[src/rtl/pbkdf2_2_out_ser.sv]
// Output serializer for the PBKDF2-2 digest: captures one result per controller valid
// and streams it MSW-first as NUM_WORDS words over a valid/ready interface.
module pbkdf2_2_out_ser #(
    parameter int unsigned WORD_W    = 32,
    parameter int unsigned NUM_WORDS = 8,
    parameter bit          BYTE_SWAP = 1'b0
) (
    input  logic                        clk,
    input  logic                        reset,
    input  logic                        pbkdf2_valid,
    input  logic [WORD_W*NUM_WORDS-1:0] pbkdf2_digest,
    output logic                        digest_ack,
    output logic [WORD_W-1:0]           out_data,
    output logic                        out_valid,
    input  logic                        out_ready,
    output logic                        out_last,
    output logic                        busy,
    output logic                        overrun
);

    localparam int unsigned DIGEST_W = WORD_W * NUM_WORDS;
    localparam int unsigned CNT_W    = (NUM_WORDS > 1) ? $clog2(NUM_WORDS) : 1;
    localparam int unsigned NBYTES   = WORD_W / 8;
    localparam logic [CNT_W-1:0] LAST_IDX = CNT_W'(NUM_WORDS - 1);

    typedef enum logic [1:0] {
        S_IDLE      = 2'd0,
        S_SEND      = 2'd1,
        S_WAIT_DROP = 2'd2
    } state_t;

    state_t               state, state_nxt;
    logic [DIGEST_W-1:0]  hold_reg, hold_nxt;
    logic [CNT_W-1:0]     word_cnt, cnt_nxt;
    logic [WORD_W-1:0]    data_nxt;
    logic                 valid_nxt, last_nxt, ack_nxt, busy_nxt, overrun_nxt;
    logic                 valid_q;
    logic                 handshake;
    logic                 at_last;

    // Select word idx (MSW first), optionally byte-reversed.
    function automatic logic [WORD_W-1:0] pick_word(input logic [DIGEST_W-1:0] d,
                                                    input logic [CNT_W-1:0]    idx);
        logic [DIGEST_W-1:0] sh;
        logic [WORD_W-1:0]   w;
        logic [WORD_W-1:0]   r;
        sh = d << (WORD_W * 32'(idx));
        w  = sh[DIGEST_W-1 -: WORD_W];
        r  = w;
        if (BYTE_SWAP) begin
            for (int b = 0; b < int'(NBYTES); b++) begin
                r[8*b +: 8] = w[WORD_W-1-8*b -: 8];
            end
        end
        return r;
    endfunction

    assign handshake = out_valid & out_ready;
    assign at_last   = (word_cnt == LAST_IDX);

    // State and registered outputs.
    always_ff @(posedge clk) begin
        if (reset) begin
            state      <= S_IDLE;
            hold_reg   <= '0;
            word_cnt   <= '0;
            out_data   <= '0;
            out_valid  <= 1'b0;
            out_last   <= 1'b0;
            digest_ack <= 1'b0;
            busy       <= 1'b0;
            overrun    <= 1'b0;
            valid_q    <= 1'b0;
        end else begin
            state      <= state_nxt;
            hold_reg   <= hold_nxt;
            word_cnt   <= cnt_nxt;
            out_data   <= data_nxt;
            out_valid  <= valid_nxt;
            out_last   <= last_nxt;
            digest_ack <= ack_nxt;
            busy       <= busy_nxt;
            overrun    <= overrun_nxt;
            valid_q    <= pbkdf2_valid;
        end
    end

    // Next state; after the last word, a still-high valid is a result already sent.
    always_comb begin
        state_nxt = state;
        case (state)
            S_IDLE:      if (pbkdf2_valid) state_nxt = S_SEND;
            S_SEND: begin
                if (handshake && at_last) begin
                    state_nxt = pbkdf2_valid ? S_WAIT_DROP : S_IDLE;
                end
            end
            S_WAIT_DROP: if (!pbkdf2_valid) state_nxt = S_IDLE;
            default:     state_nxt = S_IDLE;
        endcase
    end

    // Next values of the datapath and output registers.
    always_comb begin
        hold_nxt    = hold_reg;
        cnt_nxt     = word_cnt;
        data_nxt    = out_data;
        valid_nxt   = out_valid;
        last_nxt    = out_last;
        ack_nxt     = 1'b0;
        overrun_nxt = overrun;
        busy_nxt    = (state_nxt != S_IDLE);
        case (state)
            S_IDLE: begin
                valid_nxt = 1'b0;
                last_nxt  = 1'b0;
                if (pbkdf2_valid) begin
                    hold_nxt  = pbkdf2_digest;
                    cnt_nxt   = '0;
                    data_nxt  = pick_word(pbkdf2_digest, '0);
                    valid_nxt = 1'b1;
                    last_nxt  = (LAST_IDX == '0);
                    ack_nxt   = 1'b1;
                end
            end
            S_SEND: begin
                if (pbkdf2_valid && !valid_q) overrun_nxt = 1'b1;
                if (handshake) begin
                    if (at_last) begin
                        valid_nxt = 1'b0;
                        last_nxt  = 1'b0;
                        data_nxt  = '0;
                    end else begin
                        cnt_nxt  = word_cnt + CNT_W'(1);
                        data_nxt = pick_word(hold_reg, word_cnt + CNT_W'(1));
                        last_nxt = ((word_cnt + CNT_W'(1)) == LAST_IDX);
                    end
                end
            end
            default: begin
                valid_nxt = 1'b0;
                last_nxt  = 1'b0;
            end
        endcase
    end

endmodule
[config.mk]
export PLATFORM = sky130hd
export DESIGN_NAME = pbkdf2_2_out_ser
export DESIGN_NICKNAME = d
export VERILOG_FILES = /design/src/rtl/pbkdf2_2_out_ser.sv
export SDC_FILE = /design/constraint.sdc
export NUM_CORES = 1
export LEC_CHECK = 0
export CAP_MARGIN = 0
export CORE_AREA = 2 2 204 206
export CTS_BUF_LIST = sky130_fd_sc_hd__clkbuf_4
export DETAILED_ROUTE_END_ITERATION = 12
export DIE_AREA = 0 0 206 208
export SKIP_LAST_GASP = 1
export SLEW_MARGIN = 20
export SYNTH_ARGS = -nofsm -noshare
export SYNTH_HDL_FRONTEND = slang
export SYNTH_SLANG_ARGS = --single-unit
[constraint.sdc]
create_clock -name clk -period 7.3 [get_ports clk]
set_input_delay 2.19 -clock clk [delete_from_list [all_inputs] [get_ports clk]]
set_output_delay 2.19 -clock clk [all_outputs]
set_load 0.05 [all_outputs]
Word-level counts from Yosys, hierarchy flattened
Cells that the tools add are included.

$add $sub $neg: 1. $mul: 0. Div/mod/pow operators: 0. Magnitude comparators: 0. Equal/unequal tests: 8. Shift operators: 1. Mux-type cells: 18. Bitwise logic cells: 3. Reductions and logical operators: 13.

Operators with widths (number): 256-bit by 8-bit << shifter with 256-bit output (1); 32-bit 2-to-1 mux (3); 32-bit one-hot mux with 2 select lines (1); 3-bit 2-to-1 mux (3); 2-bit 2-to-1 mux (4); 2-bit inequality test, second input constant (4); 3-bit == test, second input constant (2); 2-bit one-hot mux with 3 select lines (1); 3-bit one-hot mux with 2 select lines (1); 2-bit AND reduction (3); 1-bit 2-to-1 mux (4); 4-bit AND reduction (1); 2-bit nonzero test (2); 2-bit OR reduction (2); 3-bit by 1-bit adder with 3-bit output, second input constant (1); 3-bit AND reduction (1); 2-bit by 1-bit == test with 1-bit output, second input constant (1); 2-bit == test, second input constant (1); 1-bit logical AND (2); 2-bit zero test (1); 1-bit inverter (2); 1-bit one-hot mux with 2 select lines (1); 1-bit bitwise AND (1); 1-bit zero test (1).

Register bits after elaboration: 299. Latch bits: 0. Bits in writable memories: 0. Bits in read-only memories: 0. Input port bits: 260. Output and inout bits: 37. Logic and storage cells: 54. Memories kept: 0.

Depth between registers and ports, before layout
Gate-level depths: netlist of the first run.

Depth in word-level cells: 5. Gate-level depth with buffers: 9. Depth with buffers taken out: 6.

Worst setup path before layout of the first run
No wires, ideal clock.

Path type: input to register. From: in out_ready. To: reg out_data[27]. Library setup time: 60 ps. Arrival time: 3101 ps. Data required time: 7240 ps. Slack: 4139 ps. Stages: 5. Path buffers: 1. Cells stage by stage: nand3b_2 nor4b_4 buf_6 a22oi_1 nand2_1.

Word-level cells in the longest chain between the ends: 3.

RTL lines: from (decl) (line 15) `input logic out_ready,`; 1-bit bitwise AND (line 58) `assign handshake = out_valid & out_ready;`; 2-bit inequality test (no line); 3-bit AND reduction (no line); to (signal assigned) (line 78) `out_data <= data_nxt;`; to (decl) (line 13) `output logic [WORD_W-1:0] out_data,`.

Every way passes these cells. A chain may end at the register's enable or synchronous reset.

Final worst setup path of the first run
From: reg out_valid. To: out out_valid.

RTL lines: from (decl) (line 14) `output logic out_valid,`; from (signal assigned) (line 79) `out_valid <= valid_nxt;`.

No word-level cell between the ends.

==> results of run 1 <==
[cell usage after synthesis (2+ instances only)]
library cell / number
a21o_1: 2
a21oi_1: 259
a22oi_1: 65
and2_1: 2
buf_1: 22
buf_2: 47
buf_6: 6
clkbuf_1: 38
dfxtp_1: 299
ha_1: 3
inv_1: 4
mux4_2: 64
nand2_1: 546
nor2_1: 4
nor2b_1: 2
nor3_1: 2
o21ai_0: 3
[metrics by stage]
stage	hold WS, ns	util [%]	cell area [um^2]
6_report	0.450	40.6	16500
5_1_grt	0.467	40.6	16500
4_1_cts	0.452	40.6	16500
3_5_place_dp	0.445	37.8	15300
3_3_place_gp	0.439	37.8	15300
2_1_floorplan	0.433	-	12100
[path summary, 6_finish.rpt]
kind / endpoint / startpoint / slack (ns) / cells past startpoint
max: out_valid / out_valid$_SDFFE_PP0P_ / 3.01 / 1
min: hold_reg[67]$_SDFFE_PP0P_ / hold_reg[67]$_SDFFE_PP0P_ / 0.45 / 2
max reg2reg: out_data[12]$_SDFFE_PP0P_ / word_cnt[0]$_SDFFE_PP0P_ / 4.30 / 5
min reg2reg: hold_reg[67]$_SDFFE_PP0P_ / hold_reg[67]$_SDFFE_PP0P_ / 0.45 / 2
[cell type report]
cell class | count | area, um^2
inverters | 4 | 15.0
clock inverters | 31 | 233
diodes | 7 | 17.5
flip-flops and latches | 299 | 5990
multi-input cells | 967 | 5590
fillers | 4179 | 24100
repair buffers | 308 | 3080
clock buffers | 117 | 878
well taps | 532 | 666
[routing by layer]
metal | vias to the layer above | part of all wire (%) | global-route usage, %
met5 | - | 0.023 | 0
met4 | 2 | 2.6 | 7.46
met3 | 68 | 6.8 | 3.88
met2 | 351 | 45 | 26.8
met1 | 5185 | 46 | 24.7
li1 | 5326 | - | -
[kinds of logic after synthesis]
family,count (synthesis),synth area share (%)
buf+inv,119,4.59
fa+ha+maj,3,0.310
mux,65,12.0
simple gates,567,18.4
flops,299,49.5
compound gates,332,15.2
[power groups by stage]
stage               Clock (uW)  Sequential, uW  Combinational [uW]
floorplan                    0            1850                 249
global placement             0            1820                 538
detailed placement           0            1820                 542
CTS                       1680            1790                 545
global route              1770            1800                 586
finish                    1610            1790                 538
==> metrics.md, run 1 <==
| Metric | Value |
|---|---|
| Most frequent cells in the layout | 545 x nand2_1, 298 x dfxtp_1, 295 x clkdlybuf4s50_1 |
| CTS max path bufs | 3 |
| Hold Crit Class | reg2reg |
| Fmax | 0.233 GHz |
| Post-synth top area share | 49.5% |
| Clk sinks | 299 |
| Die Y | 208 um |
| Syn. warnings | 0 |
| Mapped cell area | 12,100 um^2 |
| Vias | 10,932 |
| Critical path endpoint category | output port |
| Reg power frac | 45.5% |
| Final Max Slew Viols | 0 |
| Worst path required time | 5.11 ns |
| Leading post-synthesis cells by cell area | dfxtp_1 49%, nand2_1 17%, mux4_2 12% |
| Vias per inst | 4.83 |
| Final wirelength | 39,000 um |
| DP Worst Slack | 2.50 ns |
| Die ar. | 42,800 um^2 |
| Crit Path Max Fanout | 6 |
| Post-route insts no fill | 2,265 |
| Number of synthesized flops with an enable pin | 0 |
| Largest net degree at the start of global routing | 213 |
| I/O pin cnt | 297 |
| DR WL/cell | 17.2 um |
| CP cell instances | clkdlybuf4s50_1 |
| Synthesis-to-layout area growth | 36.1% |
| Cells after Synth | 1,385 |
| RSZ-0062 raised after global routing | false |
| RePlAce Congestion | 0.818 |
| Root buffer cell | clkbuf_4 |
| Initial core utilization | 29.8% |
| Async set or reset register ratio after synthesis | 0% |
| Final setup TNS | 0 ns |
| Top_reg_cell synth | dfxtp_1 |
| Syn_nets | 1,648 |
| DR pass1 iterations | 6 |
| Htree depth | 3 |
| Detailed placer's ending HPWL | 25,700 um |
| CP Class | reg2out |
| Seq/Total Area, Yosys | 49.5% |
| CP max stage delay | 0.89 ns |
| Placed Cells | 2,110 |
| Tightest Pin Transition | 1.13 ns |
| Post-CTS Resized | 0 |
| #FFs+latches synth | 299 |
| Status | finished, final reports clean |
| Port-buffer cells | 296 |
| Library cells used by synthesis | 34 |
| Clk_skew | 0.0488 ns |
| Setup WS post-layout | 3.01 ns |
| Initial antenna violation count | 7 |
| Final worst-path cycle share | 58.7% |
| Layout cell share with drive strength beyond 1 | 12.6% |
| Layout Nets | 1,928 |
| Headroom to the max-slew limit | 24.4% |
| Row cnt | 74 |
| Pwr Density | 239 nW/um^2 |
| Max-Cap Viols | 0 |
| Sw frac | 27.0% |
| Maximum VDD drop | 0.0862 mV |
| Slowest CP cell | clkdlybuf4s50_1 |
| Starting DRT DRC Count | 603 |
| Fin crit period | 4.29 ns |
| Max reg flops | 256 |
| Clk pin slew, worst setup/hold paths | 0.07 ns |
| Core area | 40,600 um^2 |
| CP bufs+invs | 1 |
| Top delay family on crit path | buffers and inverters |
| Net switching power | 1060 uW |
| Num CTS Buffers | 85 |
| Post-synth top area cell | dfxtp_1 |
| Vias in the first global route | 10,674 |
| Logic pwr share | 13.7% |
| Total gr overflow | 0 |
| Syn Area/Cell | 8.74 um^2 |
| Worst-skew pair later-pin latency | 0.75 ns |
| Die Wd | 206 um |
| First-pass GRT wire length | 59,300 um |
| Post-CTS Hold Fix Bufs | 0 |
| GRT Total Usage | 17.9% |
| Leading cell type in the layout, fill and taps excluded | nand2_1 |
| Final Hold Vio Count | 0 |
| Post-CTS setup buffer count | 0 |
| Clock power frac | 40.8% |
| Final ANT Viol Nets | 0 |
| Leakage Power | 0.00617 uW |
| Total power | 3930 uW |
| CP arrival | 2.10 ns |
| Drt drc | 0 |
| Setup violations, final | 0 |
| Int Pwr | 2870 uW |
| CTS tree | built |
| Element type at the critical path start | flip-flop |
Power figures use the tool's default switching activity.
==> inputs of run 2 (changes only) <==
==> constraint.sdc (replaced) <==
create_clock -name clk -period 3.98 [get_ports clk]
set_input_delay 1.194 -clock clk [delete_from_list [all_inputs] [get_ports clk]]
set_output_delay 1.194 -clock clk [all_outputs]
set_load 0.05 [all_outputs]
==> metrics.md, run 2 (synthesis gave the netlist of run 1 again) <==
| Metric | Value |
|---|---|
| First-pass GRT wire length | 59,300 um (+0.14%) |
| CP arrival | 2.11 ns (about the same) |
| Pwr Density | 426 nW/um^2 (+78%) |
| Clk pin slew, worst setup/hold paths | 0.07 ns (about the same) |
| Num CTS Buffers | 82 (-3.5%) |
| Register area | 5990 um^2 (unchanged) |
| Fmax | 0.303 GHz |
| Vias per inst | 4.80 (-0.45%) |
| Die ar. | 42,800 um^2 (unchanged) |
| Final Hold Vio Count | 0 (unchanged) |
| Post-CTS Hold Fix Bufs | 0 (unchanged) |
| Worst-skew pair later-pin latency | 0.73 ns (-0.02 ns) |
| Final wirelength | 38,700 um (-0.80%) |
| Drt drc | 0 (unchanged) |
| Post-CTS setup buffer count | 0 (unchanged) |
| Max reg flops | 256 (unchanged) |
| Max-Cap Viols | 0 (unchanged) |
| Total gr overflow | 0 (unchanged) |
| RR Startpoint | word_cnt[0]$_SDFFE_PP0P_ |
| I/O pin cnt | 297 (unchanged) |
| Area of the multi-input gates | 5590 um^2 (unchanged) |
| Fin crit period | 3.30 ns |
| Worst path required time | 2.79 ns (-2.32 ns) |
| Hold slack | 0.451 ns (+0.00119 ns) |
| Final ANT Viol Nets | 0 (unchanged) |
| Clk sinks | 299 (unchanged) |
| Fill count | 4,152 (-0.65%) |
| GRT Total Usage | 17.9% (about the same) |
| Setup violations, final | 0 (unchanged) |
| Status | finished, final reports clean |
| Hold Crit Class | reg2reg |
| Vias | 10,835 (-0.89%) |
| Layout Nets | 1,929 (+0.052%) |
| CTS max path bufs | 3 (unchanged) |
| RePlAce Congestion | 0.818 (unchanged) |
| Element type at the critical path start | flip-flop |
| Row cnt | 74 (unchanged) |
| Leading cell type in the layout, fill and taps excluded | nand2_1 |
| Tightest Pin Transition | 1.12 ns (-0.0148 ns) |
| Maximum VDD drop | 0.193 mV (+120%) |
| CP max stage delay | 0.90 ns (about the same) |
| Headroom to the max-slew limit | 25.4% (+0.99 points) |
| Port-buffer cells | 296 (unchanged) |
| Root buffer cell | clkbuf_4 |
| Slowest CP cell | clkdlybuf4s50_1 |
| Detailed placer's ending HPWL | 25,600 um (-0.29%) |
| Initial antenna violation count | 3 (-4) |
| CP Class | reg2out |
| Largest net degree at the start of global routing | 156 (-27%) |
| Worst Min Path Start | hold_reg[229]$_SDFFE_PP0P_ |
| DP Worst Slack | 0.718 ns (-1.78 ns) |
| Die Y | 208 um (unchanged) |
| Crit Path Max Fanout | 6 (unchanged) |
| RSZ-0062 raised after global routing | false |
| Clk_skew | 0.0318 ns (-0.0170 ns) |
| Critical path endpoint category | output port |
| Final worst-path cycle share | 83.0% |
| DR pass1 iterations | 6 (unchanged) |
| Most frequent cells in the layout | 545 x nand2_1, 298 x dfxtp_1, 295 x clkdlybuf4s50_1 |
| Final setup TNS | 0 ns (unchanged) |
| Vias in the first global route | 10,683 (+0.084%) |
| Setup crit start | out_valid$_SDFFE_PP0P_ |
| Die Wd | 206 um (unchanged) |
| DR WL/cell | 17.2 um (-0.36%) |
| Starting DRT DRC Count | 633 (+5.0%) |
| Htree depth | 3 (unchanged) |
| Synthesis-to-layout area growth | 35.9% |
| Core area | 40,600 um^2 (unchanged) |
| CTS tree | built |
| Post-CTS Resized | 0 (unchanged) |
| Layout cell share with drive strength beyond 1 | 12.4% (-0.14 points) |
| Setup WS post-layout | 0.676 ns (-2.34 ns) |
| Top delay family on crit path | buffers and inverters |
| CP bufs+invs | 1 (unchanged) |
| Initial core utilization | 29.8% (unchanged) |
| Final Max Slew Viols | 0 (unchanged) |
| CP cell instances | clkdlybuf4s50_1 |
| Leakage Power | 0.00616 uW (-0.15%) |
## run 2: layout make-up
type | count | area share (%)
multi-input combinational | 967 | 34.0
timing repair buffer | 312 | 19.3
clock inverter | 27 | 0.974
sequential | 299 | 36.4
clock buffer | 112 | 5.11
antenna | 2 | 0.0304
inverter | 4 | 0.0913
tap | 532 | 4.05
## run 2: routing by layer
layer | routed length (um) | GRT usage, % | vias to the layer above
met3 | 2590 | 4.21 | 58
li1 | - | - | 5307
met5 | 9 | 0 | -
met1 | 17800 | 24.7 | 5122
met4 | 896 | 6.43 | 2
met2 | 17300 | 27.2 | 346
## run 2: final timing paths
check | endpoint | slack, ns | cells past startpoint
hold / removal | hold_reg[229]$_SDFFE_PP0P_ | 0.45 | 2
setup reg to reg | out_data[15]$_SDFFE_PP0P_ | 1.54 | 5
setup / recovery | out_valid | 0.68 | 1
hold reg to reg | hold_reg[229]$_SDFFE_PP0P_ | 0.45 | 2
## run 2: per-stage QoR
| step | cell area [um^2] | total power [uW] | utilization [%] | cells |
|---|---|---|---|---|
| final | 16400 | 7000 | 40.5 | 2255 |
| after global routing | 16400 | 7390 | 40.5 | 2255 |
| after CTS | 16400 | 7130 | 40.5 | 2253 |
| after detailed placement | 15400 | 4350 | 38.1 | 2114 |
| after global placement | 15400 | 4330 | 38.1 | 2114 |
| after floorplan | 12100 | 3860 | - | 1385 |
## run 2: power by group
part | internal, uW | switching, uW
registers | 3180 | 93.9
logic | 475 | 523
clock network | 1430 | 1300
==> inputs of run 3 (changes only) <==
==> constraint.sdc (replaced) <==
create_clock -name clk -period 2.7 [get_ports clk]
set_input_delay 0.81 -clock clk [delete_from_list [all_inputs] [get_ports clk]]
set_output_delay 0.81 -clock clk [all_outputs]
set_load 0.05 [all_outputs]
==> metrics.md, run 3 (synthesis gave the netlist of run 1 again) <==
| Metric | Value |
|---|---|
| DR WL/cell | 17.1 um (-0.15%) |
| Post-route insts no fill | 2,285 (+1.3%) |
| Fill count | 4,094 (-1.4%) |
| Largest net degree at the start of global routing | 94 (-40%) |
| Htree depth | 3 (unchanged) |
| Worst Hold Depth | 2 (unchanged) |
| CP Class | reg2out |
| Vias per inst | 4.82 (+0.24%) |
| Die Wd | 206 um (unchanged) |
| Setup violations, final | 0 (unchanged) |
| Status | finished, final reports clean |
| Clk_skew | 0.0268 ns (-0.00499 ns) |
| Reg2Reg Depth | 4 (-1) |
| Worst-skew pair later-pin latency | 0.73 ns (about the same) |
| Final ANT Viol Nets | 0 (unchanged) |
| Element type at the critical path start | flip-flop |
| Total gr overflow | 0 (unchanged) |
| First-pass GRT wire length | 59,800 um (+0.77%) |
| Final Max Slew Viols | 0 (unchanged) |
| RePlAce Congestion | 0.837 (+2.4%) |
| Final wirelength | 39,100 um (+1.2%) |
| Row cnt | 74 (unchanged) |
| Final worst-path cycle share | 91.4% |
| CTS max path bufs | 3 (unchanged) |
| Initial antenna violation count | 11 (+8) |
| Synthesis-to-layout area growth | 37.5% |
| CP cell instances | dlygate4sd2_1 |
| Vias | 11,006 (+1.6%) |
| Clk pin slew, worst setup/hold paths | 0.06 ns (about the same) |
| Critical path endpoint category | output port |
| Tightest Pin Transition | 0.899 ns (-0.221 ns) |
| Worst path required time | 1.89 ns (-0.90 ns) |
| Placed Cells | 2,128 (+0.66%) |
| Drt drc | 0 (unchanged) |
| Core area | 40,600 um^2 (unchanged) |
| CTS tree | built |
| Initial core utilization | 29.8% (unchanged) |
| Max reg flops | 256 (unchanged) |
| Starting DRT DRC Count | 569 (-10%) |
| DR pass1 iterations | 5 (-1) |
| Clk sinks | 299 (unchanged) |
| Headroom to the max-slew limit | 40.1% (+15 points) |
| Total power | 10,500 uW (+49%) |
| Slowest CP cell | dlygate4sd2_1 |
| Top delay family on crit path | buffers and inverters |
| Crit path depth | 1 (unchanged) |
| CP max stage delay | 0.59 ns (-0.31 ns) |
| Layout cell share with drive strength beyond 1 | 13.5% (+1.0 points) |
| Most frequent cells in the layout | 545 x nand2_1, 298 x dfxtp_1, 259 x a21oi_1 |
| CP bufs+invs | 1 (unchanged) |
| GRT Total Usage | 18.0% (+0.15 points) |
| Vias in the first global route | 10,736 (+0.50%) |
| Max-Cap Viols | 0 (unchanged) |
| Pwr Density | 629 nW/um^2 (+48%) |
| Layout Nets | 1,943 (+0.73%) |
| Die Y | 208 um (unchanged) |
| Post-CTS Hold Fix Bufs | 0 (unchanged) |
| Detailed placer's ending HPWL | 26,900 um (+5.2%) |
| Fin crit period | 2.47 ns |
| CP arrival | 1.66 ns (-0.45 ns) |
| Hold Crit Class | in2reg |
| Crit Path Max Fanout | 2 (-4) |
| Fmax | 0.405 GHz |
| Leakage Power | 0.00642 uW (+4.3%) |
| I/O pin cnt | 297 (unchanged) |
| Num CTS Buffers | 82 (unchanged) |
| Die ar. | 42,800 um^2 (unchanged) |
| Maximum VDD drop | 0.272 mV (+41%) |
| Final Hold Vio Count | 0 (unchanged) |
| Port-buffer cells | 296 (unchanged) |
| RSZ-0062 raised after global routing | false |
| Root buffer cell | clkbuf_4 |
| Leading cell type in the layout, fill and taps excluded | nand2_1 |
==> run 3: cell types whose count changed in the layout (fill, tap and decap cells not counted), sizes merged <==
cell / previous run / this run
diode: 2 / 10
clkdlybuf4s50: 295 / 258
clkinv: 21 / 22
clkbuf: 113 / 121
dlygate4sd2: 0 / 36
buf: 16 / 30
==> run 3: layer usage <==
metal  up-vias  global-route usage, %  routed length, um
met5         -                      0                 13
met4         2                   8.50               1210
met2       361                   26.3              17200
met3        72                   4.03               2640
li1       5358                      -                  -
met1      5213                   25.2              18100
==> run 3: final cells by class <==
class	instances	area (um^2)	share of cell area (%)
Sequential cell	299	5990	36.0
Multi-Input combinational cell	967	5590	33.6
Timing Repair Buffer	326	3290	19.8
Clock buffer	119	893	5.37
Tap cell	532	666	4.00
Clock inverter	28	163	0.978
Antenna cell	10	25.0	0.150
Inverter	4	15.0	0.0903
==> run 3: final timing paths <==
path,start,end,slack (ns)
max,out_last$_SDFFE_PP0P_,out_last,0.23
max reg2reg,word_cnt[0]$_SDFFE_PP0P_,out_data[13]$_SDFFE_PP0P_,0.65
min,reset,hold_reg[204]$_SDFFE_PP0P_,0.39
min reg2reg,hold_reg[111]$_SDFFE_PP0P_,hold_reg[111]$_SDFFE_PP0P_,0.45
==> run 3: through the flow <==
| step | setup TNS, ns | setup WS (ns) | hold slack (ns) | utilization [%] | cell area [um^2] |
|---|---|---|---|---|---|
| 6_report | 0 | 0.232 | 0.386 | 41.0 | 16600 |
| 5_1_grt | 0 | 0.0992 | 0.306 | 41.0 | 16600 |
| 4_1_cts | -0.0448 | -0.0448 | 0.274 | 41.0 | 16600 |
| 3_5_place_dp | 0 | 0.141 | 0.446 | 38.5 | 15600 |
| 3_3_place_gp | 0 | 0.158 | 0.439 | 38.5 | 15600 |
| 2_1_floorplan | 0 | 0.395 | 0.433 | - | 12100 |
==> run 3: report_power, final <==
part / internal (uW) / switching [uW]
logic: 700 / 783
clock network: 2220 / 1930
registers: 4690 / 141
==> run 3: what timing repair did <==
item,CTS,global route
gates resized for setup,37,2
buffers inserted,0,0
setup endpoints to repair,37,1
==> run 3: worst register-to-register path: stages, from the launching register on <==
cell	delay, ns
dfxtp_4	0.35
buf_4	0.56
mux4_2	0.71
a22oi_1	0.23
nand2_1	0.08
